$ cat src/rtl/uart_rx_fifo.sv
// rtl/uart_rx_fifo.sv - 16x oversampled UART receiver feeding a first-word-fall-through frame FIFO
// Define UART_RX_RTS_EN for registered RTS flow control; otherwise RTS is tied high.
module uart_rx_fifo #(
  parameter int SYSCLK_RATE = 100000000,
  parameter int BAUD_RATE   = 9600,
  parameter int DATA_BITS   = 8,
  parameter int PARITY_BIT  = 1,
  parameter int STOP_BITS   = 2,
  parameter int FIFO_DEPTH  = 8
) (
  input  logic                 SysClk,
  input  logic                 Rst,
  input  logic                 Rx,
  input  logic                 Read_Done,
  output logic [DATA_BITS-1:0] Data_Out,
  output logic [2:0]           Rx_Error,
  output logic                 Data_Rdy,
  output logic                 FIFO_Empty,
  output logic                 FIFO_Full,
  output logic                 FIFO_Overflow,
  output logic                 RTS
);
  localparam int OS_DIV = SYSCLK_RATE / (BAUD_RATE * 16);
  localparam int OSW    = (OS_DIV > 1) ? $clog2(OS_DIV) : 1;
  localparam int BCW    = $clog2(DATA_BITS + STOP_BITS);
  localparam int PW     = $clog2(FIFO_DEPTH);
  localparam int CW     = PW + 1;
  localparam int EW     = DATA_BITS + 3;

  typedef enum logic [2:0] {IDLE, START, DATA, PARITY, STOP, BREAK_WAIT} state_t;

  state_t               state_q;
  logic                 rx_s1_q, rx_s2_q, rx_prev_q;
  logic [2:0]           vld_q;
  logic [OSW-1:0]       os_cnt_q;
  logic [3:0]           tick_cnt_q;
  logic [BCW-1:0]       bit_cnt_q;
  logic [DATA_BITS-1:0] shift_q;
  logic                 par_err_q, par_zero_q, stop0_zero_q, ferr_q;

  logic                 tick, samp, fall, push_req;
  logic                 ferr_d, brk_d, stop0_d;
  logic [EW-1:0]        push_word;

  assign tick = (os_cnt_q == OSW'(OS_DIV - 1));
  assign samp = tick && (tick_cnt_q == ((state_q == START) ? 4'd7 : 4'd15));
  // vld_q marks when rx_prev_q holds a real line sample, so a line held low through reset is no start
  assign fall = vld_q[2] && rx_prev_q && !rx_s2_q;

  assign stop0_d   = (bit_cnt_q == '0) ? !rx_s2_q : stop0_zero_q;
  assign ferr_d    = ferr_q || !rx_s2_q;
  assign brk_d     = (shift_q == '0) && par_zero_q && stop0_d;
  assign push_req  = (state_q == STOP) && samp && (bit_cnt_q == BCW'(STOP_BITS - 1));
  assign push_word = {brk_d, ferr_d, par_err_q, shift_q};

  always_ff @(posedge SysClk) begin
    if (Rst) begin
      state_q      <= IDLE;
      rx_s1_q      <= 1'b1;
      rx_s2_q      <= 1'b1;
      rx_prev_q    <= 1'b1;
      vld_q        <= '0;
      os_cnt_q     <= '0;
      tick_cnt_q   <= '0;
      bit_cnt_q    <= '0;
      shift_q      <= '0;
      par_err_q    <= 1'b0;
      par_zero_q   <= 1'b1;
      stop0_zero_q <= 1'b0;
      ferr_q       <= 1'b0;
    end else begin
      rx_s1_q   <= Rx;
      rx_s2_q   <= rx_s1_q;
      rx_prev_q <= rx_s2_q;
      vld_q     <= {vld_q[1:0], 1'b1};
      os_cnt_q  <= tick ? '0 : os_cnt_q + 1'b1;
      if (tick && state_q != IDLE) tick_cnt_q <= samp ? 4'd0 : tick_cnt_q + 4'd1;
      case (state_q)
        IDLE: if (fall) begin
          state_q    <= START;
          tick_cnt_q <= '0;
          os_cnt_q   <= '0;
          bit_cnt_q  <= '0;
          par_err_q  <= 1'b0;
          par_zero_q <= 1'b1;
          ferr_q     <= 1'b0;
        end
        START: if (samp) state_q <= rx_s2_q ? IDLE : DATA;
        DATA: if (samp) begin
          shift_q <= {shift_q[DATA_BITS-2:0], rx_s2_q};
          if (bit_cnt_q == BCW'(DATA_BITS - 1)) begin
            bit_cnt_q <= '0;
            state_q   <= (PARITY_BIT != 0) ? PARITY : STOP;
          end else begin
            bit_cnt_q <= bit_cnt_q + 1'b1;
          end
        end
        PARITY: if (samp) begin
          par_err_q  <= (rx_s2_q != ^shift_q);
          par_zero_q <= !rx_s2_q;
          state_q    <= STOP;
        end
        STOP: if (samp) begin
          ferr_q       <= ferr_d;
          stop0_zero_q <= stop0_d;
          if (push_req) state_q <= brk_d ? BREAK_WAIT : IDLE;
          else          bit_cnt_q <= bit_cnt_q + 1'b1;
        end
        BREAK_WAIT: if (rx_s2_q) state_q <= IDLE;
        default: state_q <= IDLE;
      endcase
    end
  end

  logic [EW-1:0] mem_q [FIFO_DEPTH];
  logic [PW-1:0] wr_ptr_q, rd_ptr_q;
  logic [CW-1:0] count_q;
  logic [EW-1:0] last_q, head;
  logic          ovf_q, empty, full, pop, push;

  assign empty = (count_q == '0);
  assign full  = (count_q == CW'(FIFO_DEPTH));
  assign pop   = Read_Done && !empty;
  assign push  = push_req && (!full || pop);
  // last_q keeps the most recently popped word visible while the FIFO is empty
  assign head  = empty ? last_q : mem_q[rd_ptr_q];

  always_ff @(posedge SysClk) begin
    if (push) mem_q[wr_ptr_q] <= push_word;
  end

  always_ff @(posedge SysClk) begin
    if (Rst) begin
      wr_ptr_q <= '0;
      rd_ptr_q <= '0;
      count_q  <= '0;
      last_q   <= '0;
      ovf_q    <= 1'b0;
    end else begin
      if (push) wr_ptr_q <= wr_ptr_q + 1'b1;
      if (pop) begin
        rd_ptr_q <= rd_ptr_q + 1'b1;
        last_q   <= mem_q[rd_ptr_q];
      end
      count_q <= count_q + CW'(push) - CW'(pop);
      if (pop)                   ovf_q <= 1'b0;
      else if (push_req && !push) ovf_q <= 1'b1;
    end
  end

  assign Data_Out      = head[DATA_BITS-1:0];
  assign Rx_Error      = head[EW-1:DATA_BITS];
  assign Data_Rdy      = !empty;
  assign FIFO_Empty    = empty;
  assign FIFO_Full     = full;
  assign FIFO_Overflow = ovf_q;

`ifdef UART_RX_RTS_EN
  logic rts_q;
  always_ff @(posedge SysClk) begin
    if (Rst) rts_q <= 1'b1;
    else     rts_q <= (count_q < CW'(FIFO_DEPTH - 1));
  end
  assign RTS = rts_q;
`else
  assign RTS = 1'b1;
`endif
endmodule

$ cat config.mk
export PLATFORM = sky130hd
export DESIGN_NAME = uart_rx_fifo
export DESIGN_NICKNAME = d
export VERILOG_FILES = /design/src/rtl/uart_rx_fifo.sv
export SDC_FILE = /design/constraint.sdc
export NUM_CORES = 1
export LEC_CHECK = 0
export BUFFER_PORTS_ARGS = -buffer_cell sky130_fd_sc_hd__buf_2
export CAP_MARGIN = 5
export CORE_AREA = 2 2 149 151
export CTS_BUF_LIST = sky130_fd_sc_hd__clkbuf_4
export CTS_CLUSTER_DIAMETER = 50
export DETAILED_ROUTE_END_ITERATION = 12
export DIE_AREA = 0 0 151 153
export PLACE_DENSITY_LB_ADDON = 0.15
export SYNTH_ARGS = -nofsm -noshare
export SYNTH_HDL_FRONTEND = slang
export SYNTH_SLANG_ARGS = --single-unit
$ cat constraint.sdc
create_clock -name SysClk -period 2.73 [get_ports SysClk]
set_input_delay 0.1365 -clock SysClk [delete_from_list [all_inputs] [get_ports SysClk]]
set_output_delay 0.1365 -clock SysClk [all_outputs]
set_load 0.005 [all_outputs]
* Yosys cells after proc, flatten, opt, wreduce, memory -nomap -nowiden
Memory sizes are Yosys's and may differ from the RTL's. A register that Yosys moved wholly into a read port is not among the register bits. Cells that the tools add are included.
Operators by class: eq/ne operators 20, add/subtract/negate cells 7, mux-type cells 40, reductions and logical operators 33
Operators with widths (number):
- two-way mux 4 bit | 10
- two-way mux 3 bit | 11
- two-way mux 10 bit | 3
- != test 2 bit (second input constant) | 9
- case mux 3 bit (6 select lines) | 1
- case mux 4 bit (3 select lines) | 1
- logical AND 1 bit | 11
- two-way mux 11 bit | 1
- adder 10 x 1 -> 10 bit (second input constant) | 1
- == test 10 bit (second input constant) | 1
- two-way mux 1 bit | 9
- adder 4 x 1 -> 4 bit (second input constant) | 2
- zero test 4 bit | 2
- zero test 8 bit | 1
- AND reduction 8 bit | 1
- parity 8 bit | 1
- adder 3 x 1 -> 3 bit (second input constant) | 2
- == test 3 x 2 -> 1 bit (second input constant) | 2
- == test 3 bit (second input constant) | 2
- case mux 1 bit (2 select lines) | 3
- AND reduction 3 bit | 2
- nonzero test 3 bit | 2
- AND reduction 5 bit | 1
- adder 4 x 1 -> 4 bit | 1
- 14 further kinds | 20
Word-level totals: input bits 4, memory bits (writable) 88, bits in registers 61, output and inout port bits 16, memories kept 1, word-level logic and storage cells 120
Memory list:
- mem_q | depth 8, bits a word 11, read ports 1, clocked after memory_dff 1, wr ports 1, line 115 | logic [EW-1:0] mem_q [FIFO_DEPTH];

* Depth between registers and ports, before layout
Gate-level depths: netlist (run 1).
depth in word-level cells 9, mapped depth 15, mapped depth without buffers 12

* Least setup slack after synthesis (run 1)
No wires, ideal clock.
path kind flip-flop to flip-flop, start register bit_cnt_q[0], end memory mem_q[0][0] in the netlist's numbering (enable), cell stages (with the launch flop) 7, arrival 2.433 ns, buffers on the path 0, data required time 2.337 ns, slack -0.096 ns, cells stage by stage dfxtp_1 > ha_1 > nor3b_1 > nand2_1 > or2_2 > or3_1 > nor3_1
Between the ends: longest elaborated chain between the ends 5
RTL lines:
- start: declaration | line 37 | logic [BCW-1:0] bit_cnt_q;
- start signal: assignment | line 95 | bit_cnt_q <= bit_cnt_q + 1'b1;
- start signal: assignment | line 107 | else bit_cnt_q <= bit_cnt_q + 1'b1;
- == test 4 x 1 -> 1 bit | line 53 | assign push_req = (state_q == STOP) && samp && (bit_cnt_q == BCW'(STOP_BITS - 1));
- logical AND 1 bit | line 53
- logical AND 1 bit | line 124 | assign push = push_req && (!full || pop);
- two-way mux 1 bit | line 129 | if (push) mem_q[wr_ptr_q] <= push_word;
- two-way mux 1 bit (not written as such) | line 129
- end: declaration | line 115
Every way passes these cells.

* Worst setup path in the final report (run 1)
start register os_cnt_q[0], end register count_q[1]
Between the ends: longest elaborated chain between the ends 7
RTL lines:
- start: declaration | line 35 | logic [OSW-1:0] os_cnt_q;
- start signal: assignment | line 76 | os_cnt_q <= tick ? '0 : os_cnt_q + 1'b1;
- == test 10 bit | line 45 | assign tick = (os_cnt_q == OSW'(OS_DIV - 1));
- logical AND 1 bit | line 46 | assign samp = tick && (tick_cnt_q == ((state_q == START) ? 4'd7 : 4'd15));
- logical AND 1 bit (2 in series) | line 53
- logical AND 1 bit | line 124
- adder 4 x 1 -> 4 bit | line 145 | count_q <= count_q + CW'(push) - CW'(pop);
- subtractor 4 x 1 -> 4 bit | line 145
- end signal: assignment | line 145
- end: declaration | line 117 | logic [CW-1:0] count_q;
Every way passes these cells. A chain may end at the register's enable or synchronous reset.

==> impl_metrics.json, run 1 <==
{
  "final_tns_setup_ps": 0,
  "start_util_pct": 29.7,
  "required_ps": 3170,
  "timing_worst_setup_path_type": "reg -> reg",
  "filler_cell_count": 2154,
  "timing.clock.skew_ps": 27.5,
  "placedInstanceArea_um2": 6960,
  "numCtsBuffers": 17,
  "worst_setup_hold_path_clk_slew_ps": 150,
  "synthToLayoutAreaGrowth_pct": 13.2,
  "via_count_normalized_by_instance_count": 4.59,
  "avgSynthCellArea_um2": 12.8,
  "critical_path.startpoint_type": "flip-flop",
  "design.core.area_um2": 21500,
  "post_synth_inst_count": 498,
  "number_of_enable_flip_flop_cells_after_synthesis": 88,
  "place_congestion": 0.738,
  "number_of_max_cap_violations": 0,
  "layout_worst_path_cycle_share_pct": 94.1,
  "final-setup-viol-count": 0,
  "starting_drc_count_in_detailed_routing": 121,
  "drt_pre_antenna_iters": 4,
  "synth-seq-cells": 152,
  "ctsLongestPathBuffers": 2,
  "cts_num_sinks": 152,
  "cts-root-buf": "sky130_fd_sc_hd__clkbuf_4",
  "timing.final.crit_period_ps": 2570,
  "wl_per_cell_um": 15.3,
  "top_level_ports": 20,
  "postSynth.asyncResetShare_pct": 0,
  "netlist-cell-type-count": 47,
  "p_leak_nw": 2.51,
  "clock_latency_ps": 540,
  "worst_hold_path_type": "in -> reg",
  "htree_levels": 4,
  "first_global_vias": 3881,
  "drcViolationCount": 0,
  "p_per_area_nw_per_um2": 709,
  "yosys_warnings": 0,
  "syn_area_um2": 6390,
  "postSynthNetCount": 520,
  "maxClockFrequency_ghz": 0.389,
  "setup_repair_after_global_routing_missed_its_margin": "false",
  "stdcell_area_um2": 7230,
  "antenna_left": 0,
  "dieArea_um2": 23100,
  "finalHoldViolations": 0,
  "floorplan.die.height_um": 153,
  "max_rail_drop_vdd_uv": 252,
  "share_of_the_synthesized_area_in_the_top_cell_type_pct": 41.4,
  "vias": 3825,
  "placementRows": 54,
  "drt_wl_total_mm": 12.7,
  "cts_tree": "yes",
  "worstSetupEndpointType": "flip-flop",
  "grt_first_pass_wirelength_mm": 20.6,
  "synth_flop_cell": "sky130_fd_sc_hd__edfxtp_1",
  "cts_setup_buffers": 0,
  "worst_slew_pin_slew_ps": 547,
  "grt_remaining_overflow": 0,
  "result_of_the_run": "complete, no violations",
  "dp.final_hpwl_mm": 8.65,
  "fp.dieW_um": 151,
  "global_route.usage.total_pct": 11.8,
  "grt_max_degree": 27,
  "relSlewSlack_pct": 63.3,
  "layout-drive-gt1-share_pct": 20.1,
  "grt_antenna_before_repair": 1,
  "post_synth_top_area_cell": "sky130_fd_sc_hd__edfxtp_1",
  "critical_path.max_fanout": 5,
  "critical_path_arrival_ps": 3000,
  "yosysMostFrequentCell": "sky130_fd_sc_hd__edfxtp_1",
  "synth_area_leaders": "sky130_fd_sc_hd__edfxtp_1, sky130_fd_sc_hd__dfxtp_1, sky130_fd_sc_hd__mux4_2",
  "slew_violations": 0,
  "number_of_nets_in_the_finished_design": 561,
  "yosysSeqAreaShare_pct": 61.4,
  "most_frequent_cells_after_synthesis": "sky130_fd_sc_hd__edfxtp_1, sky130_fd_sc_hd__nor2_1, sky130_fd_sc_hd__dfxtp_1",
  "buffer_ports.inserted": 18
}
-- metal layers --
| metal | part of all wire [%] | GRT usage (%) |
|---|---|---|
| met3 | 2.8 | 3.13 |
| met5 | 0 | 0 |
| met1 | 45 | 14.0 |
| met2 | 51 | 20.6 |
| met4 | 1.2 | 3.60 |
-- cell usage in the layout (no fill, tap or decap), types with 6 or more instances in the layout --
master                     netlist  layout
sky130_fd_sc_hd__nand3_1        16      16
sky130_fd_sc_hd__ha_1           17      17
sky130_fd_sc_hd__nand2_1        23      23
sky130_fd_sc_hd__clkbuf_4        0      17
sky130_fd_sc_hd__a211oi_1       11      11
sky130_fd_sc_hd__a21oi_1        26      26
sky130_fd_sc_hd__nor3_1          7       6
sky130_fd_sc_hd__buf_2           4      18
sky130_fd_sc_hd__xnor2_1        12      12
sky130_fd_sc_hd__xor2_1          7       7
sky130_fd_sc_hd__inv_1          24      24
sky130_fd_sc_hd__nor2_1         71      71
sky130_fd_sc_hd__edfxtp_1       88      88
sky130_fd_sc_hd__mux2i_1        25      25
sky130_fd_sc_hd__dfxtp_1        64      63
sky130_fd_sc_hd__buf_4           1      20
sky130_fd_sc_hd__nand2b_1        8       8
sky130_fd_sc_hd__inv_6           0       6
sky130_fd_sc_hd__mux4_2         22      22
-- worst max-delay path, cell delays in order, from the launching register on --
cell                      delay [ps]
sky130_fd_sc_hd__dfxtp_1         380
sky130_fd_sc_hd__inv_1            70
sky130_fd_sc_hd__ha_1            130
sky130_fd_sc_hd__and4b_1         260
sky130_fd_sc_hd__nand3_1         140
sky130_fd_sc_hd__or4_4           550
sky130_fd_sc_hd__o21ai_0         190
sky130_fd_sc_hd__ha_1            210
sky130_fd_sc_hd__fa_1            410
sky130_fd_sc_hd__nor2b_1         130
-- state kept, by name, indices dropped and copies added, names as in the netlist, named ones only --
register	cells
par_err_q	1
rd_ptr_q	3
stop0_zero_q	1
wr_ptr_q	3
tick_cnt_q	4
mem_q	88
ferr_q	1
rx_prev_q	1
rx_s2_q	1
bit_cnt_q	4
last_q	11
os_cnt_q	10
shift_q	8
rx_s1_q	1
FIFO_Overflow	1
par_zero_q	1
vld_q	3
state_q	3
count_q	4
-- final timing paths --
kind,from,to,slack (ps),cells past startpoint
worst max-delay path,os_cnt_q[0],count_q[1],160,9
worst min-delay path,Read_Done,FIFO_Overflow,260,4
worst max register to register,os_cnt_q[0],count_q[1],160,9
worst min register to register,rx_s1_q,rx_s2_q,430,1
-- power by group --
part	leakage, nW	switching, mW	total [mW]	internal, mW
Clock	0.139	0.843	1.22	0.375
Sequential	1.34	0.0637	2.58	2.51
Combinational	1.04	0.693	1.33	0.642
Total	2.51	1.60	5.13	3.53
-- per-stage QoR --
step / setup slack [ps] / hold slack (ps) / cells / power, mW / utilization (%)
after floorplan: 31.7 / 240 / 498 / 3.58 / -
after global placement: 219 / 320 / 798 / 3.97 / 32.4
after detailed placement: 101 / 326 / 798 / 3.99 / 32.4
after CTS: 65.3 / 216 / 832 / 5.23 / 33.6
after global routing: 4.65 / 250 / 834 / 5.51 / 33.6
final: 162 / 264 / 834 / 5.13 / 33.6
-- logic make-up (layout without fill, tap and decap cells) --
| family | count (synthesis) | in the layout | synth area share [%] |
|---|---|---|---|
| fa+ha+maj | 18 | 18 | 3.64 |
| other cells | 1 | 3 | 0.0587 |
| compound gates | 54 | 54 | 5.33 |
| xor+xnor | 19 | 19 | 2.61 |
| simple gates | 161 | 161 | 12.4 |
| buf+inv | 46 | 100 | 2.84 |
| flops | 152 | 152 | 61.4 |
| mux | 47 | 47 | 11.7 |
-- area by class of cell --
class	instances	area [um2]	area share (%)
tap	280	350	4.85
sequential	152	3930	54.3
multi-input combinational	300	2290	31.7
clock buffer	17	128	1.77
antenna	2	5.00	0.0692
clock inverter	15	109	1.51
timing repair buffer	44	332	4.59
inverter	24	90.1	1.25
-- timing repair --
action                     in CTS  in global routing
resized for setup               0                  4
setup endpoints to repair       0                  9
hold endpoints to repair        4                  0
hold buffers                    2                  0
(Power assumes the default switching activity.)
==> run 2: changes to the inputs <==
--- a/config.mk
+++ b/config.mk
@@ -7,5 +7,6 @@
 export LEC_CHECK = 0
+export ABC_AREA = 1
 export BUFFER_PORTS_ARGS = -buffer_cell sky130_fd_sc_hd__buf_2
 export CAP_MARGIN = 5
-export CORE_AREA = 2 2 149 151
+export CORE_AREA = 2 2 151 153
 export CTS_BUF_LIST = sky130_fd_sc_hd__clkbuf_4
@@ -13,3 +14,3 @@
 export DETAILED_ROUTE_END_ITERATION = 12
-export DIE_AREA = 0 0 151 153
+export DIE_AREA = 0 0 153 155
 export PLACE_DENSITY_LB_ADDON = 0.15
==> constraint.sdc (replaced) <==
create_clock -name SysClk -period 2.73 [get_ports SysClk]
set_input_delay 0.273 -clock SysClk [delete_from_list [all_inputs] [get_ports SysClk]]
set_output_delay 0.273 -clock SysClk [all_outputs]
set_load 0.005 [all_outputs]
==> impl_metrics.json, run 2 <==
{
  "grt_first_pass_wirelength_mm": 23.0,
  "synth_top_family_by_area": "simple AND/OR/NAND/NOR gates",
  "vias": 4494,
  "final-setup-viol-count": 0,
  "post_synth_top_area_cell": "sky130_fd_sc_hd__edfxtp_1",
  "synth_area_leaders": "sky130_fd_sc_hd__edfxtp_1, sky130_fd_sc_hd__dfxtp_1, sky130_fd_sc_hd__o21ai_0",
  "htree_levels": 4,
  "cp_cell_sequence": "buf_12 -> mux2i_1 -> o221ai_1 -> o21ai_1 -> o21ai_0 -> buf_2",
  "start_util_pct": 29.2,
  "cts_setup_buffers": 0,
  "yosys_warnings": 0,
  "yosysMostFrequentCell": "sky130_fd_sc_hd__nor2_1",
  "critical_path.startpoint_type": "flip-flop",
  "setup_repair_after_global_routing_missed_its_margin": "false",
  "cts_num_sinks": 152,
  "path_buf_inv": 2,
  "starting_drc_count_in_detailed_routing": 259,
  "post_synth_inst_count": 636,
  "place_congestion": 0.774,
  "syn_area_um2": 6490,
  "layout_worst_path_cycle_share_pct": 89.7,
  "top_register": "mem_q",
  "layout-drive-gt1-share_pct": 14.2,
  "antenna_left": 0,
  "share_of_the_synthesized_area_in_the_top_cell_type_pct": 40.7,
  "placementRows": 55,
  "fp.dieW_um": 153,
  "crit_slowest_cell": "sky130_fd_sc_hd__dfxtp_1",
  "worst_setup_hold_path_clk_slew_ps": 140,
  "first_global_vias": 4379,
  "grt_remaining_overflow": 0,
  "numCtsBuffers": 17,
  "commonest_cells_after_routing_fill_and_taps_aside": "sky130_fd_sc_hd__nor2_1, sky130_fd_sc_hd__edfxtp_1, sky130_fd_sc_hd__o21ai_0",
  "dp.final_hpwl_mm": 9.67,
  "cts-root-buf": "sky130_fd_sc_hd__clkbuf_4",
  "timing.clock.skew_ps": 17.9,
  "relSlewSlack_pct": 60.4,
  "p_leak_nw": 2.80,
  "comb_power_share_pct": 28.2,
  "design.core.area_um2": 22200,
  "avgSynthCellArea_um2": 10.2,
  "worst_hold_path_type": "in -> reg",
  "via_count_normalized_by_instance_count": 4.66,
  "buffer_ports.inserted": 18,
  "total_design_power_mw": 5.99,
  "yosysSeqAreaShare_pct": 60.5,
  "yosys.area_share.simple_pct": 15.8,
  "final_tns_setup_ps": 0,
  "grt_antenna_before_repair": 1,
  "clockPowerShare_pct": 27.1,
  "drt_wl_total_mm": 14.1,
  "critical_path.max_fanout": 44,
  "worstSetupEndpointType": "primary output",
  "maxClockFrequency_ghz": 0.408,
  "timing_worst_setup_path_type": "reg -> out",
  "switching_power_mw": 2.05,
  "grt_max_degree": 45,
  "finalHoldViolations": 0,
  "dieArea_um2": 23700,
  "netlist-cell-type-count": 40,
  "power_report.internal_total_mw": 3.94,
  "drt_pre_antenna_iters": 4,
  "critical_path_arrival_ps": 2180,
  "floorplan.die.height_um": 155,
  "critPathMaxStageDelay_ps": 400,
  "worst_slew_pin_slew_ps": 589,
  "synthToLayoutAreaGrowth_pct": 13.1,
  "global_route.usage.total_pct": 12.5,
  "synth-seq-cells": 152,
  "cts_tree": "yes",
  "synth-compound-area-share_pct": 12.1,
  "number_of_enable_flip_flop_cells_after_synthesis": 88,
  "top_level_ports": 20,
  "ctsLongestPathBuffers": 2,
  "yosys.area_share.xor_xnor_pct": 1.35,
  "slew_violations": 0,
  "largest_register_ffs": 88,
  "postSynthNetCount": 658,
  "max_rail_drop_vdd_uv": 339,
  "synth-adder-area-share_pct": 3.59,
  "timing.final.crit_period_ps": 2450,
  "number_of_max_cap_violations": 0,
  "wl_per_cell_um": 14.6,
  "drcViolationCount": 0,
  "synth_flop_cell": "sky130_fd_sc_hd__edfxtp_1",
  "p_per_area_nw_per_um2": 816,
  "postSynth.asyncResetShare_pct": 0,
  "power.share.sequential_pct": 44.8,
  "filler_cell_count": 2260,
  "most_frequent_cells_after_synthesis": "sky130_fd_sc_hd__nor2_1, sky130_fd_sc_hd__edfxtp_1, sky130_fd_sc_hd__o21ai_0",
  "layout.cells.most_common": "sky130_fd_sc_hd__nor2_1",
  "result_of_the_run": "complete, no violations",
  "muxShareOfSynthArea_pct": 1.70,
  "netSwitchingFraction_pct": 34.2,
  "crit_family": "compound AO/OA/AOI/OAI gates",
  "reg_top3": "mem_q (88), last_q (11), os_cnt_q (10)",
  "clock_latency_ps": 540,
  "number_of_nets_in_the_finished_design": 687,
  "required_ps": 2460
}
==> run 2: cell types whose count changed in the layout (fill, tap and decap cells not counted), moves of 14 or more <==
cell	previous run	this run
sky130_fd_sc_hd__nor2_1	71	94
sky130_fd_sc_hd__mux2i_1	25	11
sky130_fd_sc_hd__mux4_2	22	0
sky130_fd_sc_hd__inv_1	24	49
sky130_fd_sc_hd__o21ai_0	5	72
sky130_fd_sc_hd__nand2_1	23	68
==> run 2: through the flow <==
| step | hold slack, ps | worst slack, ps | util [%] | instance area, um2 | instances |
|---|---|---|---|---|---|
| 4_1_cts | 58.5 | 8.57 | 32.9 | 7320 | 963 |
| 3_5_place_dp | 394 | 311 | 31.3 | 6970 | 930 |
| 6_report | 106 | 281 | 33.0 | 7340 | 964 |
| 2_1_floorplan | 351 | 202 | - | 6490 | 636 |
| 5_1_grt | 48.0 | 52.3 | 33.0 | 7340 | 964 |
| 3_3_place_gp | 389 | 373 | 31.3 | 6970 | 930 |
==> run 2: area by class of cell <==
cell class                 count  area [um2]  share of cell area (%)
tap                          285         357                    4.86
multi-input combinational    403        2250                    30.6
clock buffer                  18         135                    1.84
timing repair buffer          35         249                    3.39
clock inverter                14         210                    2.86
inverter                      56         210                    2.86
antenna                        1        2.50                  0.0341
sequential                   152        3930                    53.5
==> run 2: routing by layer <==
metal	global-route usage, %	vias to the layer above	part of all wire [%]
li1	-	2263	-
met1	15.5	2171	45
met2	21.6	53	50
met3	3.20	7	3.9
met4	3.44	0	0.87
met5	0	-	0
==> run 2: what timing repair did <==
action | CTS | global route
gates resized for setup | 0 | 3
endpoints found under the hold margin | 1 | 0
setup endpoints to repair | 0 | 2
hold buffers | 1 | 0
==> run 2: power by group through the flow <==
stage               registers (mW)  logic (mW)  clock network, mW
floorplan                     2.69        1.24                  0
global placement              2.73        1.69                  0
detailed placement            2.73        1.70                  0
CTS                           2.68        1.71               1.68
global route                  2.71        1.93               1.79
finish                        2.68        1.69               1.62
==> run 2: final timing paths <==
kind                                 start      endpoint  slack [ps]  cells after the start
worst max-delay path             flip-flop   Data_Out[4]         280                      6
worst min-delay path                   Rst  bit_cnt_q[0]         110                      2
worst max register to register  count_q[2]    count_q[2]         300                     14
worst min register to register    vld_q[0]      vld_q[1]         410                      2
==> run 2: kinds of logic after synthesis <==
logic type	count (synthesis)
other cells	1
mux	11
simple gates	227
flops	152
xor+xnor	10
compound gates	136
fa+ha+maj	18
buf+inv	81
==> run 2: worst register-to-register path, delay by kind of cell (launching register included) <==
kind          cells  cell delay, ps
flops             1             320
simple gates      7             710
buf+inv           3             390
fa+ha+maj         3             730
xor+xnor          1             160
